`src/rtl/irq_src_cond.sv`:
```
`default_nettype none
// ============================================================================
// Module   : irq_src_cond
// Purpose  : Interrupt source conditioner. Synchronises raw IRQ lines, applies
//            an optional per-line glitch filter, per-line polarity and
//            level/edge mode, and drives registered request lines to the
//            interrupt controller. Edge requests are latched until software
//            clears them by writing 1 to STATUS.
// Ports    : i_clk      system clock
//            i_rst      asynchronous active-high reset
//            i_sel      MMIO block select
//            i_we       MMIO write enable
//            i_re       MMIO read enable
//            i_addr     MMIO register index (0 STATUS, 1 MODE, 2 POL, 3 FILT_EN)
//            i_wdata    MMIO write data
//            o_rdata    MMIO read data, registered, 1-cycle latency
//            o_rdy      MMIO ready, equal to i_sel
//            i_raw_irq  raw asynchronous IRQ inputs
//            o_src_irq  conditioned, registered requests
// Revision : 1.0  initial release
// ============================================================================
module irq_src_cond #(
  parameter int N_SRC       = 8,
  parameter int SYNC_STAGES = 2,
  parameter int FILT_CNT    = 4
) (
  input  logic             i_clk,
  input  logic             i_rst,
  input  logic             i_sel,
  input  logic             i_we,
  input  logic             i_re,
  input  logic [2:0]       i_addr,
  input  logic [15:0]      i_wdata,
  output logic [15:0]      o_rdata,
  output logic             o_rdy,
  input  logic [N_SRC-1:0] i_raw_irq,
  output logic [N_SRC-1:0] o_src_irq
);

  localparam int         CNT_W         = (FILT_CNT > 1) ? $clog2(FILT_CNT) : 1;
  localparam logic [CNT_W-1:0] c_CNT_LAST = CNT_W'(FILT_CNT - 1);
  localparam logic [2:0] c_ADDR_STATUS = 3'd0;
  localparam logic [2:0] c_ADDR_MODE   = 3'd1;
  localparam logic [2:0] c_ADDR_POL    = 3'd2;
  localparam logic [2:0] c_ADDR_FILT   = 3'd3;

  logic [N_SRC-1:0] r_sync [SYNC_STAGES];
  logic [N_SRC-1:0] r_mode;
  logic [N_SRC-1:0] r_pol;
  logic [N_SRC-1:0] r_filt_en;
  logic [N_SRC-1:0] r_prev_act;
  logic [N_SRC-1:0] r_latch;

  logic [N_SRC-1:0] w_sync;
  logic [N_SRC-1:0] w_filt;
  logic [N_SRC-1:0] w_act;
  logic [N_SRC-1:0] w_rise;
  logic [N_SRC-1:0] w_w1c;
  logic [N_SRC-1:0] w_latch_nxt;
  logic [N_SRC-1:0] w_irq_nxt;
  logic             w_wr;
  logic             w_rd;
  logic [15:0]      w_rd_mux;

  assign w_wr  = i_sel & i_we;
  assign w_rd  = i_sel & i_re;
  assign o_rdy = i_sel;

  // Upper write-data bits have no backing register when N_SRC < 16.
  if (N_SRC < 16) begin : g_wdata_pad
    logic w_unused_wdata;
    assign w_unused_wdata = ^i_wdata[15:N_SRC];
  end

  // --------------------------------------------------------------------------
  // Synchroniser chain
  // --------------------------------------------------------------------------
  always_ff @(posedge i_clk or posedge i_rst) begin
    if (i_rst) begin
      for (int k = 0; k < SYNC_STAGES; k++) begin
        r_sync[k] <= '0;
      end
    end else begin
      r_sync[0] <= i_raw_irq;
      for (int k = 1; k < SYNC_STAGES; k++) begin
        r_sync[k] <= r_sync[k-1];
      end
    end
  end

  assign w_sync = r_sync[SYNC_STAGES-1];

  // --------------------------------------------------------------------------
  // Per-line glitch filter. While disabled the flop shadows the synchroniser
  // so that enabling the filter never produces a spurious transition.
  // --------------------------------------------------------------------------
  for (genvar gi = 0; gi < N_SRC; gi++) begin : g_line
    logic             r_filt;
    logic [CNT_W-1:0] r_cnt;

    always_ff @(posedge i_clk or posedge i_rst) begin
      if (i_rst) begin
        r_filt <= 1'b0;
        r_cnt  <= '0;
      end else if (!r_filt_en[gi]) begin
        r_filt <= w_sync[gi];
        r_cnt  <= '0;
      end else if (w_sync[gi] == r_filt) begin
        r_cnt  <= '0;
      end else if (r_cnt == c_CNT_LAST) begin
        r_filt <= w_sync[gi];
        r_cnt  <= '0;
      end else begin
        r_cnt  <= r_cnt + 1'b1;
      end
    end

    assign w_filt[gi] = r_filt_en[gi] ? r_filt : w_sync[gi];
  end

  // --------------------------------------------------------------------------
  // Polarity, edge detection and request generation
  // --------------------------------------------------------------------------
  assign w_act  = w_filt ^ r_pol;
  assign w_rise = w_act & ~r_prev_act;
  assign w_w1c  = (w_wr && (i_addr == c_ADDR_STATUS)) ? i_wdata[N_SRC-1:0] : '0;

  // Set dominates clear; level-mode lines keep their latch at 0 so a later
  // switch to edge mode needs a fresh rise.
  assign w_latch_nxt = r_mode & ((r_latch & ~w_w1c) | w_rise);
  assign w_irq_nxt   = w_latch_nxt | (~r_mode & w_act);

  always_comb begin
    w_rd_mux = '0;
    case (i_addr)
      c_ADDR_STATUS: w_rd_mux[N_SRC-1:0] = o_src_irq;
      c_ADDR_MODE:   w_rd_mux[N_SRC-1:0] = r_mode;
      c_ADDR_POL:    w_rd_mux[N_SRC-1:0] = r_pol;
      c_ADDR_FILT:   w_rd_mux[N_SRC-1:0] = r_filt_en;
      default:       w_rd_mux = '0;
    endcase
  end

  always_ff @(posedge i_clk or posedge i_rst) begin
    if (i_rst) begin
      r_mode     <= '0;
      r_pol      <= '0;
      r_filt_en  <= '0;
      r_prev_act <= '0;
      r_latch    <= '0;
      o_src_irq  <= '0;
      o_rdata    <= '0;
    end else begin
      if (w_wr && (i_addr == c_ADDR_MODE)) begin
        r_mode <= i_wdata[N_SRC-1:0];
      end
      if (w_wr && (i_addr == c_ADDR_POL)) begin
        r_pol <= i_wdata[N_SRC-1:0];
      end
      if (w_wr && (i_addr == c_ADDR_FILT)) begin
        r_filt_en <= i_wdata[N_SRC-1:0];
      end
      r_prev_act <= w_act;
      r_latch    <= w_latch_nxt;
      o_src_irq  <= w_irq_nxt;
      o_rdata    <= w_rd ? w_rd_mux : '0;
    end
  end

endmodule
`default_nettype wire

```
`config.mk`:
```
export PLATFORM = sky130hd
export DESIGN_NAME = irq_src_cond
export DESIGN_NICKNAME = d
export VERILOG_FILES = /design/src/rtl/irq_src_cond.sv
export SDC_FILE = /design/constraint.sdc
export NUM_CORES = 1
export LEC_CHECK = 0
export BUFFER_PORTS_ARGS = -buffer_cell sky130_fd_sc_hd__buf_4
export CORE_UTILIZATION = 56
export DETAILED_ROUTE_END_ITERATION = 6
export PLACE_DENSITY = 0.87
export SLEW_MARGIN = 0
export SYNTH_ARGS = -nofsm -noshare
export SYNTH_HDL_FRONTEND = slang
export SYNTH_SLANG_ARGS = --single-unit
export TNS_END_PERCENT = 5
```
`constraint.sdc`:
```
create_clock -name i_clk -period 4.55 [get_ports i_clk]
set_input_delay 0.91 -clock i_clk [delete_from_list [all_inputs] [get_ports i_clk]]
set_output_delay 0.91 -clock i_clk [all_outputs]
set_load 0.1 [all_outputs]
```
Word-level counts from Yosys, hierarchy flattened
Cells that the tools add are included.
- add/subtract/negate cells: 8
- bitwise operators: 12
- reduce and logical (&&, ||, !) cells: 13
- mux-type cells: 59
- equality and inequality tests: 35
- operators by type and width (cell ; number):
    $mux 2 ; 24
    $and 8x8->8 ; 4
    $mux 1 ; 32
    $pmux 8 s4 ; 1
    $not 8->8 ; 3
    $add 2x1->2 const B ; 8
    $eq 2x2->1 const B ; 8
    $mux 8 ; 2
    $ne 2x1->1 const B ; 8
    $ne 2x2->1 const B ; 8
    $or 8x8->8 ; 2
    $reduce_and 2->1 ; 8
    $eq 1x1->1 ; 8
    $xor 8x8->8 ; 1
    $eq 3x2->1 const B ; 2
    $logic_and 1x1->1 ; 4
    $eq 3x1->1 const B ; 1
    $logic_not 3->1 ; 1
    $and 1x1->1 ; 2
- register bits after elaboration: 96
- input bits: 32

Logic depth before layout (Yosys ltp)
- depth in word-level cells: 8
- depth in mapped cells: 5
- depth with buffers taken out: 3

Least setup slack after synthesis
OpenSTA, ideal clock, no wires.
- path type: input -> output
- start: input i_sel
- end: output o_rdy
- buffers on the path: 1
- stages: 1
- required time: 3.640 ns
- arrival time: 1.173 ns
- setup slack: 2.467 ns
- cell sequence: buf_4
- RTL lines (what ; line ; text):
    start: declaration ; 29 ; input logic i_sel,
    end: declaration ; 35 ; output logic o_rdy,
No word-level cell between the ends.

Final worst setup path
- start: input i_sel
- end: output o_rdy
No word-level cell between the ends.

==> results_dict.tcl <==
set metrics [dict create \
    outcome "finished, final reports clean" \
    grt-ovfl-total 0 \
    worst_pin_slew_ns 0.7872 \
    cts_root_buffer "clkbuf_8" \
    synth.yosys.warnings 0 \
    cpPeakStageDelay_ns 0.28 \
    io_pins 57 \
    dp_hpwl_um 4530 \
    skew_ns 0.01149 \
    crit_path_start_kind "input pin" \
    insertion_delay_ns 0.36 \
    finish.net_count 363 \
    synthFlopType "dfrtp_1" \
    min_to "w_sync[1]" \
    rr_endpoint "o_rdata[4]" \
    crit_chain "buf_4, buf_4" \
    path_depth 2 \
    hold_class "flip-flop to flip-flop" \
    cts_buffers 9 \
    grt_pass1_wl_um 11260 \
    antenna_found_initial 0 \
    avgViaCountPerCell 5.267 \
    fmaxAchievable_ghz 0.4574 \
    endpoint_kind "output pin" \
    crit_slowest_cell "buf_4" \
    diodes 0 \
    reg2reg_slack_ns 3.29 \
    synthTopCellsByArea "dfrtp_1 60%, mux2_4 6.0%, mux2_2 4.5%" \
    crit_arrival_ns 1.28 \
    fin_crit_ns 2.186 \
    h-tree-depth 3 \
    grtUsageTotal_pct 20.63 \
    post_drt_wl_per_cell_um 15.42 \
    drt_wl_total_um 6522 \
    gp_congestion 0.7200 \
    r2r_cells 2 \
    dr.pass1.iters 4 \
    netlist_area_mm2 0.004016 \
    cp_num_buf_inv 2 \
    die_area_mm2 0.007514 \
    worstHoldPathCells 0 \
    postCtsResizedCells 0 \
    cts_hold_buf 0 \
    synth-seq-cells 96 \
    slew-limit-headroom_pct 47.52 \
    path_delay_family "buffers and inverters" \
    yosys.cell_types.count 27 \
    syn_inst 278 \
    grt_setup_unrepaired "false" \
    core_area_mm2 0.006869 \
    whs_ns 0.3375 \
    path_common_cell "buf_4" \
    p_leak_nw 2.217 \
    ant_nets 0 \
    crit_fanout 3 \
    async_reset_ff_share_pct 100.0 \
    criticalPathCategory "input pin to output pin" \
    cts_tree "built" \
    final_layout_size_suffix_gt1_share_pct 32.72 \
    start_util_pct 58.47 \
    hold_viol_final 0 \
    synth_top_area_share_pct 59.81 \
    synth_area_leader_cell "dfrtp_1" \
    power_density_mw_per_mm2 554.5 \
    syn_to_final_growth_pct 12.27 \
    via_count 2228 \
    num_rows 30 \
    clk_pin_slew_ns 0.09 \
    drc 0 \
    post-route-period-util_pct 48.05 \
    chipHeight_um 86.69 \
    min_from "r_sync[9]" \
    grt_max_degree 68 \
    setup-tns-final_ns 0 \
    synth_enable_flop_cells 0 \
    postSynthAreaPerCell_um2 14.45 \
    drt_iter0_markers 104 \
    ir_worst_vdd_mv 0.3378 \
    finalSetupViolations 0 \
    numClockSinks 96 \
    maxCapViolCount 0 \
    cts_setup_buffers 0 \
    fillers 514 \
    dieWidth_um 86.69 \
    clk_path_buf_depth 2 \
    seq_area_frac_synth_pct 59.81 \
    port_buffers 40 \
    grt_pass1_vias 2364 \
    worstPathRequired_ns 3.64 \
    worstReg2RegStart "r_filt_en[4]" \
    slew_violations 0 \
]
[power by group]
group / switching, W / internal [W]
Sequential: 0.000143 / 0.00105
Combinational: 0.000525 / 0.000315
Clock: 0.000272 / 0.000193
Total: 0.000940 / 0.00156
[worst max-delay path by stage]
stage,startpoint,end
detailed placement,i_addr[1],r_mode[2]
floorplan,i_rst,g_line[0].r_cnt[0]
finish,i_sel,o_rdy
CTS,i_sel,o_rdy
global placement,i_addr[1],r_mode[3]
global route,i_sel,o_rdy
[kinds of logic (layout without fill, tap and decap cells)]
family                   count (synthesis)  count (layout)  synth area share (%)
AND/OR/NAND/NOR                         61              61                 8.816
AO/OA/AOI/OAI                           24              24                 4.486
buffers and inverters                   24              66                 3.863
XOR/XNOR                                16              16                 3.489
flip-flops                              96              96                 59.81
other                                    1               8               0.09337
multiplexers                            48              48                 16.95
adder cells (fa/ha/maj)                  8               8                 2.492
[through the flow]
step | utilization (%) | cell area [um2] | setup slack [ns] | total power, W | std cells
after floorplan | - | 4043 | 1.135 | 0.001870 | 285
after global placement | 63.41 | 4355 | 2.204 | 0.002017 | 408
after detailed placement | 63.41 | 4355 | 2.159 | 0.002059 | 408
after CTS | 65.65 | 4509 | 2.363 | 0.002524 | 423
after global routing | 65.65 | 4509 | 2.353 | 0.002639 | 423
final | 65.65 | 4509 | 2.364 | 0.002501 | 423
[Yosys cell counts, types with 2 or more instances]
library cell / count
nor2_1: 8
a21o_1: 8
mux4_2: 8
a31oi_1: 8
a31o_2: 8
mux2i_1: 8
and3_1: 8
buf_6: 4
nand2_1: 24
xnor2_1: 16
buf_4: 9
ha_1: 8
dfrtp_1: 96
nor2b_1: 6
mux2_4: 16
nor3_1: 2
inv_1: 10
mux2_2: 16
nor3b_1: 6
nand2b_1: 2
[cells in the final DEF (no fill, tap or decap), types with 6 or more instances in the layout]
cell type	count
inv_1	9
mux2_4	16
clkbuf_8	9
nor2b_1	6
mux2_2	16
ha_1	8
buf_4	41
a31o_2	8
and3_1	8
dfrtp_1	96
nor2_1	8
a21o_1	8
mux4_2	8
nand2_1	24
xnor2_1	16
a31oi_1	8
conb_1	8
nor3b_1	6
mux2i_1	8
[layer usage]
metal / part of all wire (%) / routed length [um] / global-route usage, % / vias to the layer above
met4: 1.5 / 99 / 8.030 / 0
met3: 3.8 / 248 / 5.524 / 8
met2: 49 / 3224 / 32.97 / 52
li1: - / - / - / 1038
met1: 45 / 2951 / 27.21 / 1130
met5: 0 / 0 / 0 / -
[flip-flops by register name (all words and copies together), names as in the netlist]
signal	count
r_latch	8
r_pol	8
g_line.r_cnt	16
r_prev_act	8
g_line.r_filt	8
r_sync	8
o_rdata	8
r_filt_en	8
o_src_irq	8
w_sync	8
r_mode	8
[layout make-up]
cell class,instances,area (um2),share of cell area (%)
sequential,96,2402,53.27
multi-input combinational,165,1485,32.94
timing repair buffer,41,307.8,6.826
clock buffer,11,131.4,2.913
tap,96,120.1,2.664
inverter,10,40.04,0.8879
clock inverter,4,22.52,0.4994
No activity file was read; power rests on OpenSTA's default activity.
